File: src/rtl/vector_mem_seq.sv
// Vector load/store sequencer: moves one LANES x 16-bit vector over a 16-bit memory port, one lane per cycle.
// Optional feature macro: VMEM_STRIDE_EN adds the stride port (per-lane address increment instead of 1).

module vector_mem_seq #(
    parameter int LANES  = 16,
    parameter int ADDR_W = 16
) (
    input  logic                clk,
    input  logic                rst,
    input  logic                start,
    input  logic                is_store,
    input  logic [ADDR_W-1:0]   base_addr,
    input  logic [LANES*16-1:0] store_data,
`ifdef VMEM_STRIDE_EN
    input  logic [ADDR_W-1:0]   stride,
`endif
    output logic                mem_en,
    output logic                mem_we,
    output logic [ADDR_W-1:0]   mem_addr,
    output logic [15:0]         mem_wdata,
    input  logic [15:0]         mem_rdata,
    output logic                busy,
    output logic                done,
    output logic [LANES*16-1:0] load_data
);

    localparam int VEC_W = LANES * 16;
    localparam int IDX_W = $clog2(LANES);
    localparam logic [IDX_W-1:0] LAST_IDX = IDX_W'(LANES - 1);

    typedef enum logic [2:0] {
        IDLE,
        LOAD,
        LTAIL,
        STORE,
        DONE
    } state_t;

    state_t            state_q, state_d;
    logic [IDX_W-1:0]  idx_q, idx_d;
    logic [ADDR_W-1:0] addr_q, addr_d;
    logic [VEC_W-1:0]  store_q, store_d;
    logic [VEC_W-1:0]  shadow_q, shadow_d;
    logic [VEC_W-1:0]  load_q, load_d;
    logic [ADDR_W-1:0] inc;

`ifdef VMEM_STRIDE_EN
    logic [ADDR_W-1:0] stride_q, stride_d;

    assign inc = stride_q;
`else
    assign inc = ADDR_W'(1);
`endif

    always_ff @(posedge clk) begin
        if (rst) begin
            state_q  <= IDLE;
            idx_q    <= '0;
            addr_q   <= '0;
            store_q  <= '0;
            shadow_q <= '0;
            load_q   <= '0;
`ifdef VMEM_STRIDE_EN
            stride_q <= '0;
`endif
        end else begin
            state_q  <= state_d;
            idx_q    <= idx_d;
            addr_q   <= addr_d;
            store_q  <= store_d;
            shadow_q <= shadow_d;
            load_q   <= load_d;
`ifdef VMEM_STRIDE_EN
            stride_q <= stride_d;
`endif
        end
    end

    // Lane data is shifted: store lanes leave from the bottom, load lanes enter at the top,
    // so after 16 shifts lane 0 ends up in bits [15:0] without any wide lane multiplexer.
    always_comb begin
        state_d   = state_q;
        idx_d     = idx_q;
        addr_d    = addr_q;
        store_d   = store_q;
        shadow_d  = shadow_q;
        load_d    = load_q;
`ifdef VMEM_STRIDE_EN
        stride_d  = stride_q;
`endif
        mem_en    = 1'b0;
        mem_we    = 1'b0;
        mem_addr  = '0;
        mem_wdata = '0;
        busy      = 1'b0;
        done      = 1'b0;

        case (state_q)
            IDLE, DONE: begin
                done = (state_q == DONE);
                if (start) begin
                    idx_d   = '0;
                    addr_d  = base_addr;
                    store_d = store_data;
`ifdef VMEM_STRIDE_EN
                    stride_d = stride;
`endif
                    state_d = is_store ? STORE : LOAD;
                end else if (state_q == DONE) begin
                    state_d = IDLE;
                end
            end
            LOAD: begin
                busy     = 1'b1;
                mem_en   = 1'b1;
                mem_addr = addr_q;
                idx_d    = idx_q + IDX_W'(1);
                addr_d   = addr_q + inc;
                if (idx_q != '0) begin
                    shadow_d = {mem_rdata, shadow_q[VEC_W-1:16]};
                end
                if (idx_q == LAST_IDX) begin
                    state_d = LTAIL;
                end
            end
            LTAIL: begin
                busy     = 1'b1;
                shadow_d = {mem_rdata, shadow_q[VEC_W-1:16]};
                load_d   = {mem_rdata, shadow_q[VEC_W-1:16]};
                state_d  = DONE;
            end
            STORE: begin
                busy      = 1'b1;
                mem_en    = 1'b1;
                mem_we    = 1'b1;
                mem_addr  = addr_q;
                mem_wdata = store_q[15:0];
                store_d   = store_q >> 16;
                idx_d     = idx_q + IDX_W'(1);
                addr_d    = addr_q + inc;
                if (idx_q == LAST_IDX) begin
                    state_d = DONE;
                end
            end
            default: begin
                state_d = IDLE;
            end
        endcase
    end

    assign load_data = load_q;

endmodule

File: config.mk
export PLATFORM = sky130hd
export DESIGN_NAME = vector_mem_seq
export DESIGN_NICKNAME = d
export VERILOG_FILES = /design/src/rtl/vector_mem_seq.sv
export SDC_FILE = /design/constraint.sdc
export NUM_CORES = 2
export LEC_CHECK = 0
export CORE_MARGIN = 8
export CORE_UTILIZATION = 46
export DETAILED_ROUTE_END_ITERATION = 6
export PLACE_DENSITY = 0.75
export SLEW_MARGIN = 25
export SYNTH_ARGS = -nofsm -noshare
export SYNTH_HDL_FRONTEND = slang
export SYNTH_SLANG_ARGS = --single-unit
File: constraint.sdc
create_clock -name clk -period 1.5 [get_ports clk]
set_input_delay 0.45 -clock clk [delete_from_list [all_inputs] [get_ports clk]]
set_output_delay 0.45 -clock clk [all_outputs]
set_load 0.02 [all_outputs]
==> impl_metrics.csv <==
group,metric,value,unit
logic_synthesis,ys_seq_area_frac,0.534,
logic_synthesis,synth_area_per_cell,8.97,um^2
setup_path,r2r_end,"store_q[139]",
sta,finalCriticalPeriod,2.53,ns
detailed_routing,num_vias,29300,
hold_path,whs_path_depth,2,
logic_synthesis,async_flop_share,0,
setup_path,crit_slowest_cell,"a22oi_1",
hold_path,min-delay-start,"rst",
die,coreArea,62700,um^2
sta,fin_ws,-1.03,ns
die,dieArea,71500,um^2
final_layout,fin_area,46600,um^2
pwr,cellLeakagePower,19.0,nW
clocking,cts_max_level,3,
grt,grt_pass1_vias,25600,
sta,slew_violations,0,
setup_path,crit_type,"reg2reg",
sta,relSlewSlack,0.317,
setup_path,crit_buf_inv,5,
setup_path,cp.depth,8,
logic_synthesis,synth_seq_cells,775,
run_status,status,"finished, violations left",
final_layout,area_delta_synth_final,60.2,%
die,die_x,267,um
final_layout,final_layout_size_suffix_gt1_frac,0.400,
logic_synthesis,syn_inst,3240,
sta,tightest_slew,1.02,ns
detailed_routing,drc,7,
pwr,p_per_area,1130,nW/um^2
die,num_rows,92,
detailed_routing,firstDrtPassIters,7,
setup_path,crit_fanout,7,
setup_path,worst_setup_path_start_kind,"flip-flop",
place,routabilityCongestion,0.896,
pwr,peakVddDrop,1.15,mV
clocking,cts_tree,"done",
sta,rsz0062_at_grt,"yes",
grt,grt_overflow,0,
logic_synthesis,netlist_area,29100,um^2
detailed_routing,ant_nets,0,
logic_synthesis,netlist-cell-type-count,46,
logic_synthesis,yosysWarningCount,0,
clocking,cts_made_buffers,80,
setup_path,cp_data_arrival_time,3.02,ns
setup_path,critical_path.cell_chain,"and3b_4, buf_16, buf_6, buf_8, buf_12, clkbuf_16, a22oi_1, a21oi_2",
sta,period_share,1.68,
sta,setup_viol,1067,
logic_synthesis,syn-num-nets,3535,
clocking,clock-sinks,775,
logic_synthesis,netlist_top_cells_count,"nand2_1 (804), dfxtp_1 (775), a21oi_1 (520)",
clocking,clock_latency,0.67,ns
place,dp_slack,-0.660,ns
setup_path,ff2ff_setup_slack,-1.03,ns
hold_path,min_to,"load_data[144]",
die,die_h,267,um
setup_path,critPathLaunch,"state_q[0]",
detailed_routing,wl,131000,um
hold_path,hold_path_class,"in2reg",
die,start_util,0.463,
grt,grt_pass1_wl,148000,um
sta,setup_tns,-311.07,ns
clocking,clk_root_buffer_cell,"clkbuf_16",
sta,hold_violations,0,
run_status,violations,"design-rule violations, negative setup slack",
setup_path,slowest_delay,0.80,ns
place,dpl_cell_area,37100,um^2
setup_path,required,1.99,ns
flow_run,maxCapViolations,0,
detailed_routing,wl_per_cell,26.5,um
detailed_routing,drtIter0Drc,3660,
grt,antenna_found_initial,29,
setup_path,regToRegStartpoint,"state_q[0]",
logic_synthesis,synth_flop_cell,"dfxtp_1",
setup_path,rr_worst_depth,8,
logic_synthesis,synth_edf_count,0,
place,portBuffers,583,
detailed_routing,viasPerCell,5.93,
clocking,clk_pin_slew,0.06,ns
sta,holdWs,0.178,ns
logic_synthesis,netlist_top_cells_area,"dfxtp_1 (53%), nand2_1 (10%), a21oi_1 (9.0%)",
sta,skew,0.0389,ns
grt,grt_max_degree,68,
final_layout,final_nets,4302,
logic_synthesis,synth_top_area_share,0.534,
grt,grt_use_total,0.264,
place,dpl.hpwl,69600,um
logic_synthesis,yosys.area.top_type,"dfxtp_1",
die,ioPinCount,584,
logic_synthesis,synth.most_common_cell,"nand2_1",
setup_path,cpLargestDelayFamily,"compound AO/OA/AOI/OAI gates",
setup_path,end_kind,"flip-flop",
clocking,cts_buffer_depth,3,
sta,max_freq,396,MHz
==> routing by layer <==
| metal | routed length [um] | track usage | share of wire |
|---|---|---|---|
| met5 | 121 | 0 | 0.00092 |
| met4 | 10900 | 0.131 | 0.083 |
| met3 | 13700 | 0.0714 | 0.10 |
| met2 | 59800 | 0.431 | 0.46 |
| met1 | 46400 | 0.321 | 0.35 |
==> flip-flops by register name, summed over array words and instances, names as in the netlist <==
register / cells
shadow_q: 240
idx_q: 4
addr_q: 16
state_q: 3
store_q: 256
load_data: 256
==> timing repair <==
action / in CTS / in global routing
setup endpoints to repair: 986 / 1067
hold buffers: 0 / 0
pin swaps: 32 / 430
setup buffers: 59 / 37
gates resized for setup: 2091 / 858
gates cloned: 12 / 69
==> worst max path at each step <==
stage               endpoint  slack [ns]
2_1_floorplan   mem_addr[13]       -0.08
3_3_place_gp     store_q[87]       -0.67
3_5_place_dp     store_q[87]       -0.66
4_1_cts        mem_wdata[15]       -0.83
5_1_grt         store_q[139]       -0.91
6_report        store_q[139]       -1.03
==> stage by stage <==
step	cells	util	power [mW]
finish	4935	0.742	52.7
global route	4930	0.742	53.9
CTS	4823	0.664	48.5
detailed placement	4613	0.592	28.0
global placement	4613	0.592	28.0
floorplan	3240	-	25.4
==> worst reg2reg max path: cells and delay by family, from the launching register on <==
family                 cells  cell delay [ns]
AOI/OAI and AO/OA          2             1.04
buffers and inverters      5             0.74
and+or+nand+nor            1             0.25
DFF                        1             0.36
==> power by group <==
group | internal [mW] | switching (mW)
sequential | 21.3 | 0.853
combinational | 4.93 | 5.16
clock | 11.5 | 8.99
total | 37.7 | 15.0
==> layout by cell type (no fill, tap or decap), drive strengths merged, types with 5 or more instances in the layout <==
| master | instances |
|---|---|
| a31oi | 9 |
| nand3 | 8 |
| a211oi | 5 |
| diode | 22 |
| clkbuf | 167 |
| buf | 608 |
| nand2b | 260 |
| clkinv | 17 |
| a21oi | 520 |
| inv | 10 |
| dfxtp | 775 |
| nand2 | 804 |
| nor4 | 5 |
| nand4 | 6 |
| clkdlybuf4s50 | 290 |
| nor2 | 20 |
| a22oi | 241 |
| and2 | 30 |
| mux2i | 242 |
==> kinds of logic (layout without fill, tap and decap cells) <==
group,Yosys count,in the layout,share of synthesized area
AO/OA/AOI/OAI,793,793,0.160
XOR/XNOR,3,3,0.000904
adder cells (fa/ha/maj),3,3,0.00129
buffers and inverters,273,1100,0.0435
flip-flops,775,775,0.534
multiplexers,242,242,0.0833
other,0,22,0
AND/OR/NAND/NOR,1151,1151,0.177
==> area by class of cell <==
cell class	count	area (um^2)
Antenna cell	22	55.1
Clock buffer	114	2300
Clock inverter	28	357
Fill cell	3763	16200
Inverter	7	31.3
Multi-Input combinational cell	2192	15300
Sequential cell	775	15900
Tap cell	846	1060
Timing Repair Buffer	951	11600
Power figures use the tool's default switching activity.
